File: src/rtl/reg_dualrail_fifo.sv
// Dual-rail (f/t pair) register stage with a DEPTH-entry FIFO between two
// four-phase return-to-zero handshakes, plus sticky illegal-codeword detection.
module reg_dualrail_fifo #(
    parameter int WIDTH = 3,
    parameter int DEPTH = 2
) (
    input  logic                       clk,
    input  logic                       rst_n,
    input  logic                       hab,
    input  logic [2*WIDTH-1:0]         in,
    output logic                       in_ack,
    output logic [2*WIDTH-1:0]         out,
    input  logic                       out_ack,
    output logic                       err,
    input  logic                       err_clr,
    output logic [$clog2(DEPTH+1)-1:0] count
);

    localparam int PW = (DEPTH > 1) ? $clog2(DEPTH) : 1;
    localparam int CW = $clog2(DEPTH + 1);

    typedef enum logic {I_DATA, I_NULL} in_state_t;
    typedef enum logic {O_NULL, O_DATA} out_state_t;

    in_state_t          in_state_reg, in_state_next;
    out_state_t         out_state_reg, out_state_next;
    logic [2*WIDTH-1:0] out_reg, out_next;
    logic               err_reg, err_next;
    logic [CW-1:0]      count_reg, count_next;
    logic [PW-1:0]      wr_ptr_reg, rd_ptr_reg;
    logic [WIDTH-1:0]   mem [DEPTH];

    logic [WIDTH-1:0]   pair_empty, pair_illegal, in_bits, head_bits;
    logic [2*WIDTH-1:0] head_enc;
    logic               word_complete, word_null, word_bad;
    logic               push, pop, err_set, full;

    // Per-pair classification and decode/encode between dual-rail and binary.
    generate
        for (genvar gi = 0; gi < WIDTH; gi++) begin : g_pair
            assign pair_empty[gi]     = ~in[2*gi] & ~in[2*gi+1];
            assign pair_illegal[gi]   =  in[2*gi] &  in[2*gi+1];
            assign in_bits[gi]        =  in[2*gi+1];
            assign head_enc[2*gi]     = ~head_bits[gi];
            assign head_enc[2*gi+1]   =  head_bits[gi];
        end
    endgenerate

    assign word_complete = ~|pair_empty & ~|pair_illegal;
    assign word_null     = &pair_empty;
    assign word_bad      = |pair_illegal & ~|pair_empty;
    assign full          = (count_reg == CW'(DEPTH));
    assign head_bits     = mem[rd_ptr_reg];

    // Input side: accept or reject a word, then wait for the spacer.
    always_comb begin
        in_state_next = in_state_reg;
        push          = 1'b0;
        err_set       = 1'b0;
        case (in_state_reg)
            I_DATA: begin
                if (hab && word_complete && !full) begin
                    push          = 1'b1;
                    in_state_next = I_NULL;
                end else if (hab && word_bad) begin
                    err_set       = 1'b1;
                    in_state_next = I_NULL;
                end
            end
            I_NULL: begin
                if (word_null) in_state_next = I_DATA;
            end
            default: in_state_next = I_DATA;
        endcase
    end

    // Output side: present the head word, release it once acknowledged.
    always_comb begin
        out_state_next = out_state_reg;
        out_next       = out_reg;
        pop            = 1'b0;
        case (out_state_reg)
            O_NULL: begin
                if (count_reg != '0 && !out_ack) begin
                    out_next       = head_enc;
                    out_state_next = O_DATA;
                end
            end
            O_DATA: begin
                if (out_ack) begin
                    pop            = 1'b1;
                    out_next       = '0;
                    out_state_next = O_NULL;
                end
            end
            default: begin
                out_next       = '0;
                out_state_next = O_NULL;
            end
        endcase
    end

    assign count_next = count_reg + CW'(push) - CW'(pop);
    assign err_next   = err_set | (err_reg & ~err_clr);

    always_ff @(posedge clk or negedge rst_n) begin
        if (!rst_n) begin
            in_state_reg  <= I_DATA;
            out_state_reg <= O_NULL;
            out_reg       <= '0;
            err_reg       <= 1'b0;
            count_reg     <= '0;
            wr_ptr_reg    <= '0;
            rd_ptr_reg    <= '0;
        end else begin
            in_state_reg  <= in_state_next;
            out_state_reg <= out_state_next;
            out_reg       <= out_next;
            err_reg       <= err_next;
            count_reg     <= count_next;
            if (push) wr_ptr_reg <= wr_ptr_reg + PW'(1);
            if (pop)  rd_ptr_reg <= rd_ptr_reg + PW'(1);
        end
    end

    // Storage needs no reset: occupancy and pointers define what is valid.
    always_ff @(posedge clk) begin
        if (push) mem[wr_ptr_reg] <= in_bits;
    end

    assign in_ack = (in_state_reg == I_NULL);
    assign out    = out_reg;
    assign err    = err_reg;
    assign count  = count_reg;

endmodule
File: config.mk
export PLATFORM = sky130hd
export DESIGN_NAME = reg_dualrail_fifo
export DESIGN_NICKNAME = d
export VERILOG_FILES = /design/src/rtl/reg_dualrail_fifo.sv
export SDC_FILE = /design/constraint.sdc
export NUM_CORES = 1
export LEC_CHECK = 0
export ABC_AREA = 1
export CORE_UTILIZATION = 30
export CTS_CLUSTER_SIZE = 25
export DETAILED_ROUTE_END_ITERATION = 8
export SYNTH_ARGS = -nofsm -noshare
export SYNTH_HDL_FRONTEND = slang
export SYNTH_SLANG_ARGS = --single-unit
File: constraint.sdc
create_clock -name clk -period 4.1 [get_ports clk]
set_input_delay 0.82 -clock clk [delete_from_list [all_inputs] [get_ports clk]]
set_output_delay 0.82 -clock clk [all_outputs]
set_load 0.05 [all_outputs]
Yosys cells after proc, flatten, opt, wreduce, memory -nomap -nowiden:

Memories as Yosys holds them, arrays and structs flattened.
Index checks and enable logic that the tools add are counted.

* add/subtract/negate cells: 4
* equality and inequality tests: 3
* mux-type cells: 18
* bitwise gates (word level): 22
* reduce and logical (&&, ||, !) cells: 13

Operators with widths (count)
* 1-bit two-way mux: 13
* 6-bit two-way mux: 2
* 1-bit NOT: 12
* 6-bit case mux with 2 select lines: 1
* 1-bit bitwise AND: 9
* 3-bit OR reduction: 2
* 1-bit logical AND: 4
* 1-bit zero test: 4
* 2-bit inequality test (second input constant): 2
* 1-bit case mux with 2 select lines: 2
* 3-bit AND reduction: 1
* 1-bit adder (second input constant): 2
* 2-bit by 1-bit adder with 2-bit output: 1
* 2-bit == test (second input constant): 1
* 2-bit AND reduction: 1
* 2-bit nonzero test: 1
* 2-bit by 1-bit subtractor with 2-bit output: 1
* 1-bit bitwise OR: 1

* bits in registers: 13
* RAM bits: 6
* output and inout port bits: 10
* memories kept: 1

Memories
* mem: words 2, bits a word 3, rd ports 1, clocked after memory_dff 0, wr ports 1, RTL line 31 `logic [WIDTH-1:0] mem [DEPTH];`

Logic depth before layout (Yosys ltp):

Gate-level depths: netlist of the first run.

* depth in word-level cells: 11
* gate-level depth with buffers: 12
* mapped depth without buffers: 12

Worst setup path after synthesis of the first run:

Ideal clock, no wire load.

* kind: input -> register
* start point: input in[2]
* end point: register count_reg[1], in the netlist count[1]
* setup time: 117 ps
* arrival time: 1816 ps
* data required time: 3983 ps
* slack: 2167 ps
* cell stages on the path: 11
* path through: nand2_1 nand3_2 nor2_1 nand2_2 nand2_2 nand2_1 ha_1 xnor2_1 inv_1 nand2_1 nand2_1

* longest elaborated chain between the ends: 11
* elaborated cells on any way between the ends: 14

Ends and longest elaborated chain
* start: declaration: RTL line 10 `input logic [2*WIDTH-1:0] in,`
* 1-bit NOT: RTL line 41 `assign pair_empty[gi] = ~in[2*gi] & ~in[2*gi+1];`
* 1-bit bitwise AND: RTL line 41
* 3-bit OR reduction: RTL line 49 `assign word_complete = ~|pair_empty & ~|pair_illegal;`
* 1-bit zero test: RTL line 49
* 1-bit bitwise AND (*): RTL line 49
* 1-bit logical AND (*) (2 in a row): RTL line 62 `if (hab && word_complete && !full) begin`
* 1-bit two-way mux (*): RTL line 62
* 1-bit two-way mux (*): RTL line 60 `case (in_state_reg)`
* 2-bit by 1-bit adder with 2-bit output (*): RTL line 103 `assign count_next = count_reg + CW'(push) - CW'(pop);`
* 2-bit by 1-bit subtractor with 2-bit output (*): RTL line 103
* via count_next[1]: RTL line 29 `logic [CW-1:0] count_reg, count_next;`
* end signal: assignment: RTL line 120 `count_reg <= count_next;`
* end: declaration: RTL line 29

Mark *: on every way through the listed nets, which the timed path passes. The rest lies on a longest branch.
A chain may end at the register's enable or synchronous reset.

Worst setup path in the final report of the first run:

* start point: register count_reg[1], in the netlist count[1]
* end point: output count[1]

RTL lines
* end: declaration: RTL line 16 `output logic [$clog2(DEPTH+1)-1:0] count`

No word-level cell between the ends.

==> results.txt, run 1 <==
Outcome: finished, final reports clean
Synth Net Count: 107
Vias in the first global route: 626
Most frequent cells in the layout: nand2_1, clkdlybuf4s50_1, inv_1
Worst path bufs/invs: 1
R2r setup slk: 2430 ps
Post-CTS Hold Buffers: 0
Crit end category: output pin
Clock Latency Late Sink: 290 ps
RD Place Congestion: 0.775
Crit path DAT: 1560 ps
1st-pass router iterations: 4
Core area: 2760 sq um
Slew @ Worst Pin: 582 ps
CTS tree: yes
Commonest non-fill, non-tap cell in the layout: nand2_1
Die span in x: 55.9 um
Critical Path Fanout Max: 4
Final Cycle Share: 58.0%
Largest net degree at the start of global routing: 14
Net Switching: 353 uW
Clock share of power: 11.6%
TNS Setup: 0 ps
Post-route insts no fill: 150
CP delay by family, top: buffers and inverters
Final Hold Viols: 0
DR iter-0 viols: 9
H-tree depth: 1
Die H: 55.9 um
Drt wl/cell: 10.1 um
Final WL: 1.51 mm
Internal: 421 uW
Syn Area/Cell: 9.17 sq um
Clock-pin slew on the worst setup and hold paths: 100 ps
Detailed placement HPWL: 1.19 mm
Mapped Cells: 95
FILL cells: 291
Postcts setup bufs: 0
Register area share after synthesis: 58.0%
Switching Share: 45.6%
Pins over their slew limit: 0
Comb pwr share: 50.2%
Num CTS Buffers: 3
Max-cap violations: 0
Fin nets: 132
WS Path Type: register to output pin
DRC viols: 0
Worst min path class: register to register
Warning count from the yosys run: 0
Port Buffers: 20
Worst endpoint required time: 3280 ps
Crit path launch type: register
Dominant cell type by area after synthesis: dfrtp_1
Sequential share of power: 38.2%
#FFs+latches synth: 19
Root Driver: clkbuf_4
Vias: 662
Slew HR: 61.1%
GRT Total Usage: 10.5%
Initial antenna violation count: 0
Crit-path max cell delay: 830 ps
Unrepaired setup endpoints after global routing: no
Number of I/O pins: 21
Row count: 19
Layout Skew: 9.00 ps
PostCTS Resize Cnt: 0
Maximum buffer depth of the clock tree: 2
Gr ovfl total: 0
Post-synth top area share: 37.4%
Tmin final: 2380 ps
Share of post-route cells with drive strength above 1: 10.1%
Antenna Diode Count: 0
Slowest-stage cell, CP: clkdlybuf4s50_1
Vias per std cell: 4.41
Cells along the critical path: clkdlybuf4s50_1
Area Growth Syn to Fin: 30.5%
Finish-stage setup viols: 0
CTS Sinks: 19
Initial Util: 31.6%
Synth area leaders: dfrtp_1, edfxtp_1, nand2_1
Leak: 0.547 nW
Synth unique cells: 20
Final Power: 774 uW
Pwr dens: 681 nW/um^2
Peak supply drop: 0.463 mV
Die ar.: 3120 sq um
Cells after DPL: 146
Cell Area, Synth: 871 sq um
Global-route wire length before repair: 2.52 mm
Post-route ant nets: 0
Fmax: 421 MHz
-- area by class of cell --
class	count	area, sq um	share of cell area (%)
Clock buffer	4	26.3	2.31
Inverter	17	63.8	5.62
Multi-Input combinational cell	59	302	26.5
Sequential cell	19	505	44.5
Tap cell	31	38.8	3.41
Timing Repair Buffer	20	200	17.6
-- logic make-up after synthesis --
group                      after synthesis  synth area share [%]
and+or+nand+nor                         51                  28.0
DFF                                     19                  58.0
buffers and inverters                   17                  7.33
AOI/OAI and AO/OA                        5                  3.16
xor gates and xnor gates                 2                  2.01
adders and majority gates                1                  1.44
-- Yosys cell counts --
library cell	count
o21ai_0	2
nand2_2	4
nor2_1	6
inv_2	1
o211ai_1	1
xor2_1	1
xnor2_1	1
nor2_4	1
o21ai_1	1
nand2_1	27
inv_1	16
nor3_4	1
nor2_2	1
nand3_1	9
nand4_1	1
a21oi_1	1
dfrtp_1	13
ha_1	1
nand3_2	1
edfxtp_1	6
-- per-layer routing --
layer / global-route usage [%] / wire length, um / vias to the layer above
li1: - / - / 343
met1: 12.2 / 676 / 296
met2: 18.4 / 743 / 23
met3: 2.56 / 88 / 0
met4: 4.18 / 0 / 0
met5: 0 / 0 / -
-- stage by stage --
step	worst slack, ps	cell area, sq um	utilization, %	hold slack (ps)
after detailed placement	1510	1110	40.2	470
after floorplan	2170	871	-	442
after CTS	1700	1140	41.2	498
after global placement	1570	1110	40.2	464
after global routing	1660	1140	41.2	545
final	1720	1140	41.2	489
-- worst paths after layout --
kind | from | endpoint | cells past startpoint
worst min register to register | wr_ptr_reg | wr_ptr_reg | 2
worst min-delay path | wr_ptr_reg | wr_ptr_reg | 2
max in group asynchronous | rst_n | rd_ptr_reg | 1
worst max-delay path | count[1] | count[1] | 1
min in group asynchronous | rst_n | count[1] | 1
worst max register to register | count[1] | count[1] | 11
-- power groups by stage --
stage	clock network, mW	logic, mW	registers (mW)
2_1_floorplan	0	0.117	0.444
3_5_place_dp	0	0.391	0.301
5_1_grt	0.102	0.419	0.303
3_3_place_gp	0	0.386	0.298
4_1_cts	0.0972	0.393	0.296
6_report	0.0899	0.389	0.295
No activity file was read; power rests on OpenSTA's default activity.
==> inputs of run 2 (changes only) <==
clock period = 2.4 ns   (was 4.1 ns; I/O delays follow)
==> results.txt, run 2 (synthesized netlist as in run 1, its figures left out) <==
Outcome: finished, final reports clean (unchanged)
Crit Reg-Reg Endpoint: count[1] (unchanged)
Final Cycle Share: 85.0%
Final Hold Viols: 0 (unchanged)
Root Driver: clkbuf_4 (unchanged)
CP delay by family, top: buffers and inverters (unchanged)
Area Growth Syn to Fin: 30.5% (unchanged)
DRC viols: 0 (unchanged)
Detailed placement HPWL: 1.20 mm (was 1.19 mm)
FILL cells: 286 (was 291)
Leak: 0.547 nW (unchanged)
Antenna Diode Count: 0 (unchanged)
Share of post-route cells with drive strength above 1: 10.1% (unchanged)
Peak supply drop: 0.808 mV (was 0.463 mV)
Critical Path Fanout Max: 4 (unchanged)
Post-route insts no fill: 150 (unchanged)
Vias per std cell: 4.39 (was 4.41)
Layout Skew: 4.54 ps (was 9.00 ps)
H-tree depth: 1 (unchanged)
Crit end category: output pin (unchanged)
Critical path depth in cells: 1 (unchanged)
Max-cap violations: 0 (unchanged)
Postcts setup bufs: 0 (unchanged)
RD Place Congestion: 0.792 (was 0.775)
Number of I/O pins: 21 (unchanged)
Post-route ant nets: 0 (unchanged)
Unrepaired setup endpoints after global routing: no (unchanged)
1st-pass router iterations: 4 (unchanged)
Core area: 2760 sq um (unchanged)
Commonest non-fill, non-tap cell in the layout: nand2_1 (unchanged)
Setup ws final: 360 ps (was 1720 ps)
Die span in x: 55.9 um (unchanged)
Maximum buffer depth of the clock tree: 2 (unchanged)
WS Path Type: register to output pin (unchanged)
Vias: 659 (was 662)
Global-route wire length before repair: 2.66 mm (was 2.52 mm)
Crit path launch type: register (unchanged)
Worst min path class: register to register (unchanged)
Worst endpoint required time: 1920 ps (was 3280 ps)
GRT Total Usage: 10.7% (was 10.5%)
Row count: 19 (unchanged)
Fin nets: 132 (unchanged)
Hold Crit Depth: 2 (unchanged)
Gr ovfl total: 0 (unchanged)
Most frequent cells in the layout: nand2_1, clkdlybuf4s50_1, inv_1 (unchanged)
CTS tree: yes (unchanged)
TNS Setup: 0 ps (unchanged)
Drt wl/cell: 9.87 um (was 10.1 um)
Clock-pin slew on the worst setup and hold paths: 100 ps (about the same)
Slew @ Worst Pin: 581 ps (was 582 ps)
Fmax: 490 MHz
Crit path capture: count[1] (unchanged)
Die ar.: 3120 sq um (unchanged)
Slowest-stage cell, CP: clkdlybuf4s50_1 (unchanged)
Port Buffers: 20 (unchanged)
Num CTS Buffers: 3 (unchanged)
Dpl ws: 135 ps (was 1510 ps)
Die H: 55.9 um (unchanged)
Finish-stage setup viols: 0 (unchanged)
Crit-path max cell delay: 840 ps (was 830 ps)
Crit path DAT: 1560 ps (about the same)
Cells after DPL: 146 (unchanged)
Post-CTS Hold Buffers: 0 (unchanged)
Origin of the critical flop-to-flop path: count[1] (unchanged)
CTS Sinks: 19 (unchanged)
Cells along the critical path: clkdlybuf4s50_1 (unchanged)
R2r setup slk: 730 ps (was 2430 ps)
Initial Util: 31.6% (unchanged)
Vias in the first global route: 673 (was 626)
Number of cells on the worst reg-to-reg path: 11 (unchanged)
Slew HR: 61.1% (about the same)
Largest net degree at the start of global routing: 14 (unchanged)
Utilization after layout: 41.2% (unchanged)
Pwr dens: 1160 nW/um^2 (was 681 nW/um^2)
Final WL: 1.48 mm (was 1.51 mm)
Critical path launch point: count[1] (unchanged)
PostCTS Resize Cnt: 0 (unchanged)
Initial antenna violation count: 0 (unchanged)
Tmin final: 2040 ps
Worst path bufs/invs: 1 (unchanged)
DR iter-0 viols: 8 (was 9)
Clock Latency Late Sink: 280 ps (was 290 ps)
Pins over their slew limit: 0 (unchanged)
## run 2: cell counts in the layout (fill, tap and decap cells not counted)
Identical to the previous run, type by type.
## run 2: worst min-delay path by stage
stage	slack [ps]	start	to
after floorplan	180	rst_n	count[0]
after global placement	470	wr_ptr_reg	wr_ptr_reg
after detailed placement	470	wr_ptr_reg	wr_ptr_reg
after CTS	500	wr_ptr_reg	wr_ptr_reg
after global routing	540	out[0]	out[0]
final	490	wr_ptr_reg	wr_ptr_reg
## run 2: worst min-delay path, delay by kind of cell (launching register included)
kind | cells | cell delay, ps
DFF | 1 | 360
and+or+nand+nor | 2 | 100
## run 2: routing by layer
layer  up-vias  global-route usage [%]  share of wire [%]
met5         -                       0                  0
met4         0                    4.18                  0
met3         0                    2.09                5.1
met2        16                    19.4                 52
met1       298                    12.5                 43
li1        345                       -                  -
## run 2: power breakdown
part	leakage, nW	internal, mW	total, mW	switching, mW
logic	0.317	0.224	0.663	0.439
clock network	0.0150	0.0644	0.149	0.0849
registers	0.215	0.431	0.504	0.0735
total	0.547	0.719	1.32	0.598
## run 2: stage by stage
stage | area [sq um] | power (mW) | hold WS, ps
after CTS | 1140 | 1.34 | 499
after global placement | 1110 | 1.17 | 471
final | 1140 | 1.32 | 495
after detailed placement | 1110 | 1.18 | 469
after global routing | 1140 | 1.41 | 544
after floorplan | 871 | 0.958 | 184
## run 2: area by class of cell
type,count,area [sq um],area share (%)
timing repair buffer,20,200,17.6
tap,31,38.8,3.41
multi-input combinational,59,302,26.5
clock buffer,4,26.3,2.31
sequential,19,505,44.5
inverter,17,63.8,5.62
